==> config.mk <==
export PLATFORM = sky130hd
export DESIGN_NAME = uart_tx_sched
export DESIGN_NICKNAME = d
export VERILOG_FILES = /design/src/rtl/uart_pkg.sv /design/src/rtl/rr_arbiter.sv /design/src/rtl/uart_tx_sched.sv
export SDC_FILE = /design/constraint.sdc
export NUM_CORES = 1
export LEC_CHECK = 0
export ABC_AREA = 1
export CORE_ASPECT_RATIO = 0.7
export CORE_MARGIN = 8
export CORE_UTILIZATION = 49
export DETAILED_ROUTE_END_ITERATION = 8
export PLACE_DENSITY = 0.86
export SLEW_MARGIN = 20
export SYNTH_ARGS = -nofsm -noshare
export SYNTH_HDL_FRONTEND = slang
export SYNTH_SLANG_ARGS = --single-unit
==> constraint.sdc <==
create_clock -name CLK -period 7.5 [get_ports CLK]
set_input_delay 2.25 -clock CLK [delete_from_list [all_inputs] [get_ports CLK]]
set_output_delay 2.25 -clock CLK [all_outputs]
set_load 0.01 [all_outputs]
==> src/rtl/uart_pkg.sv <==
// Shared types and constants for the UART transmit scheduler.
// Latency: n/a (declarations only).
// Backpressure: n/a.
// Contents: FSM state enum, byte width, default issue-ack timeout,
// round-robin pointer advance helper.
package uart_pkg;

    localparam int BYTE_W          = 8;
    localparam int ACK_TIMEOUT_DEF = 4;

    typedef enum logic [1:0] {
        IDLE      = 2'd0,
        ISSUE     = 2'd1,
        WAIT_BUSY = 2'd2,
        WAIT_DONE = 2'd3
    } state_t;

    // Next search start after granting idx: one past the winner, wrapping.
    function automatic int rr_next(input int idx, input int n);
        return (idx + 1) % n;
    endfunction

endpackage

==> src/rtl/rr_arbiter.sv <==
// Purpose: combinational round-robin arbiter; search starts at ptr and wraps.
// Latency: purely combinational, grant valid in the same cycle as req.
// Backpressure: none; caller decides whether the grant is consumed.
// Ports: req (request vector), ptr (first index searched), gnt (one-hot or
// zero), gnt_idx (binary index of gnt), gnt_any (some request granted).
// Build option UART_SCHED_PRIO_EN: requester 0 beats everyone whenever it
// requests; the remaining requesters rotate among themselves.
module rr_arbiter #(
    parameter int N  = 4,
    parameter int IW = $clog2(N)
) (
    input  logic [N-1:0]  req,
    input  logic [IW-1:0] ptr,
    output logic [N-1:0]  gnt,
    output logic [IW-1:0] gnt_idx,
    output logic          gnt_any
);

    logic [N-1:0]  cand;
    logic [IW-1:0] idx;

`ifdef UART_SCHED_PRIO_EN
    // Masking down to bit 0 makes it the only candidate whatever ptr says;
    // when req[0] is low the normal rotation covers the others.
    assign cand = req[0] ? {{(N-1){1'b0}}, 1'b1} : req;
`else
    assign cand = req;
`endif

    always_comb begin
        gnt     = '0;
        gnt_idx = '0;
        gnt_any = 1'b0;
        idx     = '0;
        for (int k = 0; k < N; k++) begin
            idx = IW'((int'(ptr) + k) % N);
            if (!gnt_any && cand[idx]) begin
                gnt[idx] = 1'b1;
                gnt_idx  = idx;
                gnt_any  = 1'b1;
            end
        end
    end

endmodule

==> src/rtl/uart_tx_sched.sv <==
// Purpose: shares one uart_tx between NUM_REQ byte requesters (round-robin).
// Latency: accept in cycle T, uart_valid in T+1; next accept after uart_tx idles.
// Backpressure: req_ready only while IDLE and uart_ready=1; others hold req_valid.
// Ports: CLK/RESETN (async active-low), req_valid/req_data/req_ready per
// requester, uart_data/uart_valid/uart_ready toward uart_tx, busy (not IDLE),
// grant_id (owner of the byte in flight), timeout_err (one-cycle pulse).
// Build option UART_SCHED_PRIO_EN gives requester 0 strict priority.
module uart_tx_sched
    import uart_pkg::*;
#(
    parameter int NUM_REQ     = 4,
    parameter int ACK_TIMEOUT = ACK_TIMEOUT_DEF
) (
    input  logic                        CLK,
    input  logic                        RESETN,
    input  logic [NUM_REQ-1:0]          req_valid,
    input  logic [BYTE_W*NUM_REQ-1:0]   req_data,
    output logic [NUM_REQ-1:0]          req_ready,
    output logic [BYTE_W-1:0]           uart_data,
    output logic                        uart_valid,
    input  logic                        uart_ready,
    output logic                        busy,
    output logic [$clog2(NUM_REQ)-1:0]  grant_id,
    output logic                        timeout_err
);

    localparam int IW = $clog2(NUM_REQ);
    localparam int CW = $clog2(ACK_TIMEOUT + 1);

    state_t              state, state_nxt;
    logic [IW-1:0]       rr_ptr;
    logic [CW-1:0]       to_cnt, to_cnt_nxt;
    logic                to_fire;
    logic                accept;
    logic [NUM_REQ-1:0]  arb_gnt;
    logic [IW-1:0]       arb_idx;
    logic                arb_any;
    logic [BYTE_W-1:0]   sel_byte;

    rr_arbiter #(
        .N  (NUM_REQ),
        .IW (IW)
    ) u_arb (
        .req     (req_valid),
        .ptr     (rr_ptr),
        .gnt     (arb_gnt),
        .gnt_idx (arb_idx),
        .gnt_any (arb_any)
    );

    // One-hot grant lets the byte mux collapse to an AND-OR tree.
    always_comb begin
        sel_byte = '0;
        for (int i = 0; i < NUM_REQ; i++) begin
            if (arb_gnt[i]) begin
                sel_byte = sel_byte | req_data[i*BYTE_W +: BYTE_W];
            end
        end
    end

    always_comb begin
        state_nxt  = state;
        to_cnt_nxt = to_cnt;
        accept     = 1'b0;
        to_fire    = 1'b0;
        req_ready  = '0;
        uart_valid = 1'b0;
        case (state)
            IDLE: begin
                // RESETN in the gate keeps req_ready low during reset even
                // though the arbiter itself is purely combinational.
                if (uart_ready && RESETN && arb_any) begin
                    req_ready = arb_gnt;
                    accept    = 1'b1;
                    state_nxt = ISSUE;
                end
            end
            ISSUE: begin
                uart_valid = 1'b1;
                to_cnt_nxt = '0;
                state_nxt  = WAIT_BUSY;
            end
            WAIT_BUSY: begin
                if (!uart_ready) begin
                    to_cnt_nxt = '0;
                    state_nxt  = WAIT_DONE;
                end else if (to_cnt == CW'(ACK_TIMEOUT - 1)) begin
                    // uart_tx never took the byte: re-present the same one.
                    to_fire    = 1'b1;
                    to_cnt_nxt = '0;
                    state_nxt  = ISSUE;
                end else begin
                    to_cnt_nxt = to_cnt + 1'b1;
                end
            end
            WAIT_DONE: begin
                // Frame length belongs to uart_tx, so no timeout here.
                if (uart_ready) begin
                    state_nxt = IDLE;
                end
            end
            default: state_nxt = IDLE;
        endcase
    end

    assign busy = (state != IDLE);

    always_ff @(posedge CLK or negedge RESETN) begin
        if (!RESETN) begin
            state       <= IDLE;
            to_cnt      <= '0;
            timeout_err <= 1'b0;
            uart_data   <= '0;
            grant_id    <= '0;
            rr_ptr      <= '0;
        end else begin
            state       <= state_nxt;
            to_cnt      <= to_cnt_nxt;
            timeout_err <= to_fire;
            if (accept) begin
                uart_data <= sel_byte;
                grant_id  <= arb_idx;
                rr_ptr    <= IW'(rr_next(int'(arb_idx), NUM_REQ));
            end
        end
    end

endmodule

=== After elaboration in Yosys (flattened, before gate mapping) ===
Cells that the tools add are included.

* Add/subtract/negate cells: 5
* Multiply operators: 0
* Div/mod/pow operators: 0
* Order comparisons: 8
* Eq/ne operators: 7
* Shifts and indexed selects: 0
* Muxes and demuxes: 48
* Bitwise gates (word level): 6
* Reduce and logical (&&, ||, !) cells: 16

{| class="wikitable"
|+ Operators by type and width
! cell !! count
|-
| two-way mux 8 bit || 4
|-
| two-way mux 4 bit || 6
|-
| bitwise OR 8 bit || 3
|-
| two-way mux 1 bit || 18
|-
| two-way mux 2 bit || 8
|-
| < comparator 2 x 3 -> 1 bit, second input constant || 4
|-
| bitwise OR 4 bit || 3
|-
| logical AND 1 bit || 9
|-
| binary-select mux 1 bit (select 2 bit) || 4
|-
| demux 1 bit (select 2 bit) || 4
|-
| greater-or-equal comparator 2 x 1 -> 1 bit, second input constant || 4
|-
| case mux 2 bit (4 select lines) || 1
|-
| two-way mux 3 bit || 2
|-
| case mux 3 bit (2 select lines) || 1
|-
| adder 2 x 1 -> 2 bit, second input constant || 2
|-
| adder 2 bit, second input constant || 2
|-
| equality test 2 bit, second input constant || 2
|-
| inequality test 2 bit, second input constant || 2
|-
| nonzero test 2 bit || 2
|-
| adder 3 x 1 -> 3 bit, second input constant || 1
|-
| equality test 3 x 2 -> 1 bit, second input constant || 1
|-
| zero test 1 bit || 3
|-
| inequality test 3 bit, second input constant || 1
|-
| AND reduction 3 bit || 1
|-
| 2 further kinds || 2
|}

* Register bits after elaboration: 18
* Latch bits: 0
* Memory bits (writable): 0
* ROM bits: 0
* Input bits: 39
* Output and inout port bits: 17
* Logic and storage cells: 96
* Memories kept: 0

=== Longest topological paths before layout ===
Gate-level depths: netlist of the first run.

* Depth in word-level cells: 19
* Mapped depth: 15
* Mapped depth without buffers: 14

=== By module ===
Synthesis of the first run repeated with hierarchy kept, for this count alone.

* Cell total of the unflattened synthesis: 219
* Area total of the unflattened synthesis: 1496.4 µm²

{| class="wikitable"
|+ Modules (own cells, without submodules)
! module !! times used !! cells each !! area each (µm²) !! seq. area each (µm²)
|-
| uart_tx_sched || 1 || 145 || 1056.0 || 450.4
|-
| rr_arbiter || 1 || 74 || 440.4 || 0.0
|}

=== Worst setup path before layout of the first run ===
No wires, ideal clock.

* Path type: input -> output
* Start: input port req_valid[3]
* End: output port req_ready[0]
* Arrival time: 3.228 ns
* Required time: 5.250 ns
* Setup slack: 2.022 ns
* Cell stages on the path: 13
* Buffers on the path: 1
* Cells stage by stage: inv_1 > nand2_1 > nand2_1 > nand2_1 > nand2_2 > inv_2 > nor2_4 > nand3_2 > nand3_4 > inv_4 > buf_2 > nand2_1 > inv_1

* Longest elaborated chain between the ends: 15
* Elaborated cells between the ends (all ways): 28
* Classes of those cells: mux (18); bitwise (3); reduce/logical (7)

{| class="wikitable"
|+ RTL lines
! what !! RTL line !! text
|-
| start: declaration || uart_tx_sched.sv:16 || <nowiki>input logic [NUM_REQ-1:0] req_valid,</nowiki>
|-
| binary-select mux 1 bit (select 2 bit) || rr_arbiter.sv:37 || <nowiki>if (!gnt_any && cand[idx]) begin</nowiki>
|-
| two-way mux 1 bit (not written as such) || rr_arbiter.sv:37 ||
|-
| two-way mux 1 bit || rr_arbiter.sv:37 ||
|-
| zero test 1 bit || rr_arbiter.sv:37 ||
|-
| logical AND 1 bit || rr_arbiter.sv:37 ||
|-
| two-way mux 1 bit || rr_arbiter.sv:37 ||
|-
| zero test 1 bit || rr_arbiter.sv:37 ||
|-
| logical AND 1 bit || rr_arbiter.sv:37 ||
|-
| two-way mux 1 bit || rr_arbiter.sv:37 ||
|-
| zero test 1 bit || rr_arbiter.sv:37 ||
|-
| logical AND 1 bit || rr_arbiter.sv:37 ||
|-
| two-way mux 1 bit || rr_arbiter.sv:37 ||
|-
| logical AND 1 bit || uart_tx_sched.sv:72 || <nowiki>if (uart_ready && RESETN && arb_any) begin</nowiki>
|-
| two-way mux 4 bit (*) || uart_tx_sched.sv:72 ||
|-
| two-way mux 4 bit (*) || uart_tx_sched.sv:68 || <nowiki>case (state)</nowiki>
|-
| end: declaration || uart_tx_sched.sv:18 || <nowiki>output logic [NUM_REQ-1:0] req_ready,</nowiki>
|}

Every way passes the cells marked *; elsewhere a longest branch is shown, timed or not. The select of a mux whose other input is x is not followed.

=== Worst setup path after layout of the first run ===
* Start: input port req_valid[1]
* End: output port req_ready[2]

Same word-level chain as after synthesis.

==> results of run 1 <==
layer usage:
layer,vias to the layer above,share of wire [%],GRT usage [%]
met2,61,41,24.50
met3,4,8.8,5.520
met5,-,0,0
met1,721,49,21.50
li1,851,-,-
met4,0,0.52,2.790
metrics by stage:
stage / utilization [%] / worst slack (ps) / std cells
2_1_floorplan: - / 2022 / 235
3_3_place_gp: 69.58 / 876.7 / 327
3_5_place_dp: 69.58 / 848.7 / 327
4_1_cts: 70.91 / 845.5 / 330
5_1_grt: 70.91 / 623.6 / 330
6_report: 70.91 / 824.9 / 330
Yosys cell counts (2+ instances only):
library cell,number,share of area (%)
inv_2,2,0.48
nand3_1,18,5.7
nand4_1,3,1.2
nor2_1,16,3.8
clkinv_1,2,0.48
nand2_1,88,21
a21oi_1,5,1.6
nand2_2,2,0.80
o21ai_0,8,2.5
ha_1,13,10
nor2_2,6,2.4
dfrtp_1,18,29
nand3_2,8,5.1
or2_2,3,1.2
or2_0,5,2.0
inv_1,26,6.2
a21boi_0,3,1.4
layout make-up:
type | instances | area (um^2) | area share [%]
sequential | 18 | 450.4 | 20.45
clock buffer | 3 | 41.29 | 1.875
inverter | 31 | 118.9 | 5.398
multi-input combinational | 184 | 985.9 | 44.77
timing repair buffer | 56 | 558.0 | 25.34
tap | 38 | 47.55 | 2.159
registers in the layout, indices dropped and copies added (netlist names):
| name | flops |
|---|---|
| grant_id | 2 |
| rr_ptr | 2 |
| state | 2 |
| timeout_err | 1 |
| to_cnt | 3 |
| uart_data | 8 |
power by group through the flow:
stage | Combinational [mW] | Clock, mW | Sequential [mW]
after floorplan | 0.376 | 0 | 0.181
after global placement | 0.561 | 0 | 0.174
after detailed placement | 0.574 | 0 | 0.175
after CTS | 0.577 | 0.0668 | 0.173
after global routing | 0.647 | 0.0698 | 0.179
final | 0.577 | 0.0647 | 0.174
worst max-delay path: stages:
cell	delay, ps
clkdlybuf4s50_1	420
inv_1	60
nand2_1	60
nand3_1	190
nand2_1	180
nor2_1	260
nand4_1	150
nand3_2	190
nand2_1	90
inv_1	60
clkdlybuf4s50_1	530
kinds of logic (layout without fill, tap and decap cells):
kind of cell    Yosys count  after routing
compound gates           19             19
buf+inv                  33             90
fa+ha+maj                13             13
simple gates            152            152
flops                    18             18
final timing paths:
kind                                     end          from  slack (ps)
worst max-delay path            req_ready[2]  req_valid[1]         820
worst min-delay path             timeout_err     to_cnt[2]         440
worst max register to register  uart_data[0]     rr_ptr[0]        4970
worst min register to register   timeout_err     to_cnt[2]         440
max in group asynchronous       uart_data[0]        RESETN        4950
min in group asynchronous       uart_data[4]        RESETN        2360
==> results.md, run 1 <==
- last weighted congestion value of the routability-driven placer: 0.8963
- total CTS buffers: 3
- total number of vias: 1,637
- main combinational cell family by area after synthesis: simple AND/OR/NAND/NOR gates
- CTS tree: done
- final setup skew: 1.314 ps
- data arrival time of the critical path: 4430 ps
- mux share of post-synthesis cell area: 0%
- Clock transition at path regs: 60 ps
- number of instances on the worst hold path: 1
- part of the Yosys area used for sequential elements: 28.66%
- H-tree Lvls: 1
- largest driver fanout on the critical path: 9
- min-delay worst type: flop to flop
- total global routing track utilization: 16.07%
- antenna violations before repair: 0
- net switching share of the total power: 50.29%
- remaining antenna violation count: 0
- count of boundary I/O pins: 56
- via count of the first global-routing pass: 1,570
- wire length of the first global-routing pass: 7231 um
- transition time at the pin with the least slew margin: 389.4 ps
- Filler Cell Count: 271
- vias per inst: 4.961
- initial DRC count: 193
- post-route DRC violation count: 0
- number of synthesis warnings: 0
- VDD IR-drop max: 0.2399 mV
- area growth from synthesis to final layout: 40.13%
- xor-xnor portion of the synthesized cell area: 0%
- Pleak: 1.094 nW
- CTS Root Buffer Type: clkbuf_8
- Adder-Cell Fraction of Synth Area: 10.35%
- total clock sinks: 18
- Flop pwr share: 21.3%
- overflow left after global routing: 0
- Worst Path Class, Setup: input pin to output pin
- number of gates resized after cts: 0
- critical path startpoint category: input pin
- minimum period implied by the final worst setup slack: 6675 ps
- CORE AREA: 0.003105 mm^2
- number of nets produced by synthesis: 287
- Clock Power Share: 7.9%
- Initial Util: 50.60%
- leading cell types in the layout, fill and taps excluded: nand2_1, clkdlybuf4s50_1, inv_1
- Worst EP required: 5250 ps
- buffer levels on the longest clock path: 2
- cell count of the worst reg-to-reg path: 13
- normalized max-slew margin: 74.04%
- Final Instance Area: 0.002202 mm^2
- final sum of negative setup slack: 0 ps
- cell area after placement: 0.002161 mm^2
- type of element capturing the critical path: output pin
- overall power consumption: 0.8159 mW
- cell internal pwr: 0.4056 mW
- total net switching power: 0.4103 mW
- max cap viols: 0
- Final Hold Vio Count: 0
- maximum clock frequency: 149.8 MHz
- Simple-Gate Fraction of Synth Area: 45.38%
- fraction of layout cells with a size suffix above 1: 9.589%
- hold buffer count at CTS: 0
- Std-Cell Rows: 17
- mapped cell area: 0.001572 mm^2
- y dimension of the die: 63.38 um
- post-synth cell types: 26
- Post-Syn Instances: 235
- clock network latency to the later pin of the worst-skew pair: 250 ps
- final period utilization: 89.00%
- Total Nets Final: 346
- average cell area after synthesis: 6.687 um^2
- Post-synth EDFFs: 0
- setup repair after global routing missed its margin: false
- flip-flop and latch count after synthesis: 18
- final count of pins violating max slew: 0
- Post-CTS Repair Setup Buffers: 0
- post-DP HPWL: 3597 um
- Ant. Diodes: 0
- final number of setup-violating endpoints: 0
- status: finished clean
- final hold slack: 435.6 ps
- pwr/cell area: 370.5 mW/mm^2
- most common cell after layout, fill and taps aside: nand2_1
- Chip Width: 83.69 um
- Avg WL per Cell: 13.36 um
- share of total power in combinational logic: 70.8%
- pin count of the biggest net entering global routing: 24
- FFs w/ async S/R, synth: 100.0%
- routed wire length: 4410 um
- number of buffers inserted by port buffering: 55
- synthesized-area fraction occupied by ao, oa, aoi and oai cells: 7.006%
- total die area: 0.005304 mm^2
- number of iterations in the first detailed-routing pass: 4
- top_reg_cell synth: dfrtp_1
(Power assumes the default switching activity.)
==> inputs of run 2 (changes only) <==
--- a/config.mk
+++ b/config.mk
@@ -6,7 +6,7 @@
 export NUM_CORES = 1
 export LEC_CHECK = 0
 export ABC_AREA = 1
-export CORE_ASPECT_RATIO = 0.7
+export CORE_ASPECT_RATIO = 0.9
 export CORE_MARGIN = 8
 export CORE_UTILIZATION = 49
 export DETAILED_ROUTE_END_ITERATION = 8
==> run 2 against run 1 <==
  * Power shrank 1.5%
  * Critical path depth unchanged
  * Non-clock buffer count is the same
  * Cell area is the same
  * Flip-flop and latch count unchanged
  * Via count decreased by 1.1%
  * Sequential share of layout area unchanged
  * Clock skew rose by 5.4 ps
  * Global-route usage increased by 1.2 points
  * Setup slack improved by 13 ps
  * First-iteration DRC count is 54% lower
  * Wire length fell by 3.1%
==> results.md, run 2 (synthesized netlist as in run 1, its figures left out) <==
- Pleak: 1.094 nW, about the same
- final number of setup-violating endpoints: 0, unchanged
- count of boundary I/O pins: 56, unchanged
- H-tree Lvls: 1, unchanged
- Worst Path Class, Setup: input pin to output pin
- total CTS buffers: 3, unchanged
- final hold slack: 453.3 ps, +17.68 ps
- final sum of negative setup slack: 0 ps, unchanged
- Post-CTS Repair Setup Buffers: 0, unchanged
- post-route DRC violation count: 0, unchanged
- leading cell types in the layout, fill and taps excluded: nand2_1, clkdlybuf4s50_1, inv_1
- max cap viols: 0, unchanged
- maximum clock frequency: 150.1 MHz, +0.20%
- hold buffer count at CTS: 0, unchanged
- most common cell after layout, fill and taps aside: nand2_1
- minimum period implied by the final worst setup slack: 6662 ps, -13.41 ps
- overflow left after global routing: 0, unchanged
- routed wire length: 4272 um, -3.1%
- data arrival time of the critical path: 4410 ps, -20 ps
- Final Instance Count excl. Fillers: 335, +1.5%
- total clock sinks: 18, unchanged
- min-delay worst type: flop to flop
- status: finished clean
- area growth from synthesis to final layout: 40.13%, unchanged
- initial DRC count: 89, -54%
- post-DP HPWL: 3398 um, -5.6%
- Largest register FFs: 8, unchanged
- minimum setup slack after placement: 868.5 ps, +19.76 ps
- number of gates resized after cts: 0, unchanged
- final setup skew: 6.745 ps, +5.431 ps
- Crit path top cell by count: nand2_1
- Clock transition at path regs: 100 ps, +40 ps
- total die area: 0.005278 mm^2, -0.49%
- Avg WL per Cell: 12.75 um, -4.6%
- Worst EP required: 5250 ps, about the same
- pin count of the biggest net entering global routing: 24, unchanged
- CORE AREA: 0.003067 mm^2, -1.2%
- Initial Util: 51.24%, +0.64 points
- Placed Instances: 331, +1.2%
- CTS Root Buffer Type: clkbuf_4
- setup repair after global routing missed its margin: false
- PnR worst setup slack: 838.3 ps, +13.41 ps
- VDD IR-drop max: 0.2006 mV, -16%
- largest stage delay on the critical path: 520 ps, about the same
- Ant. Diodes: 0, unchanged
- Final Hold Vio Count: 0, unchanged
- cell-by-cell trace of the critical path: clkdlybuf4s50_1, inv_1, nand2_1, nand3_1, nand2_1, nor2_1, nand4_1, nand3_2, nand2_1, inv_1, clkdlybuf4s50_1
- buffer levels on the longest clock path: 2, unchanged
- transition time at the pin with the least slew margin: 411.9 ps, +22.43 ps
- largest driver fanout on the critical path: 9, unchanged
- critical path startpoint category: input pin
- clock network latency to the later pin of the worst-skew pair: 300 ps, +50 ps
- via count of the first global-routing pass: 1,559, -0.70%
- total number of vias: 1,619, -1.1%
- final count of pins violating max slew: 0, unchanged
- fraction of layout cells with a size suffix above 1: 9.898%, +0.31 points
- number of buffers inserted by port buffering: 55, unchanged
- pwr/cell area: 365.1 mW/mm^2, -1.5%
- top flop regs: uart_data (8), to_cnt (3)
- Crit-path slowest cell: clkdlybuf4s50_1
- Total Nets Final: 346, unchanged
- antenna violations before repair: 0, unchanged
- last weighted congestion value of the routability-driven placer: 0.9519, +6.2%
- y dimension of the die: 69.73 um, +10%
- CTS tree: done
- Chip Width: 75.70 um, -9.5%
- Std-Cell Rows: 19, +2
- wire length of the first global-routing pass: 7155 um, -1.1%
- register with the most flip-flops: uart_data
- final period utilization: 88.82%, -0.18 points
- overall power consumption: 0.8041 mW, -1.5%
- type of element capturing the critical path: output pin
- remaining antenna violation count: 0, unchanged
- normalized max-slew margin: 72.54%, -1.5 points
- total global routing track utilization: 17.23%, +1.2 points
- number of iterations in the first detailed-routing pass: 4, unchanged
- vias per inst: 4.833, -2.6%
[run 2: cell count changes in the layout (fill, tap and decap cells not counted)]
cell	previous run	this run
clkbuf_4	0	3
clkbuf_8	3	1
[run 2: where the power goes]
group	switching, mW	total, mW	internal (mW)
sequential	0.0364	0.174	0.137
combinational	0.338	0.570	0.232
clock	0.0309	0.0606	0.0296
[run 2: final timing paths]
| path | cells after the start | endpoint | slack, ps | startpoint |
|---|---|---|---|---|
| min in group asynchronous | 2 | uart_data[5] | 2270 | RESETN |
| worst min-delay path | 1 | timeout_err | 450 | to_cnt[2] |
| worst max-delay path | 11 | req_ready[3] | 840 | req_valid[1] |
| worst min register to register | 1 | timeout_err | 450 | to_cnt[2] |
| max in group asynchronous | 2 | grant_id[1] | 5030 | RESETN |
| worst max register to register | 13 | uart_data[1] | 4920 | rr_ptr[0] |
[run 2: routing by layer]
| layer | track usage, % | up-vias | wire length (um) |
|---|---|---|---|
| met2 | 26.65 | 54 | 1813 |
| met1 | 21.95 | 709 | 2018 |
| met4 | 5.970 | 0 | 58 |
| li1 | - | 849 | - |
| met3 | 4.769 | 7 | 382 |
| met5 | 0 | - | 0 |
[run 2: area by class of cell]
type                       count  area [um^2]
clock buffer                   4        36.28
fill                         254        864.6
inverter                      31        118.9
multi-input combinational    184        985.9
sequential                    18        450.4
tap                           42        52.55
timing repair buffer          56        558.0
[run 2: per-stage QoR]
stage / area [um^2] / util [%]
final: 2202 / 71.81
after global routing: 2202 / 71.81
after CTS: 2202 / 71.81
after detailed placement: 2166 / 70.62
after global placement: 2166 / 70.62
after floorplan: 1572 / -
[run 2: worst max-delay path: cells and delay by family]
family                 cells  cell delay (ps)
buffers and inverters      4             1050
and+or+nand+nor            7             1110
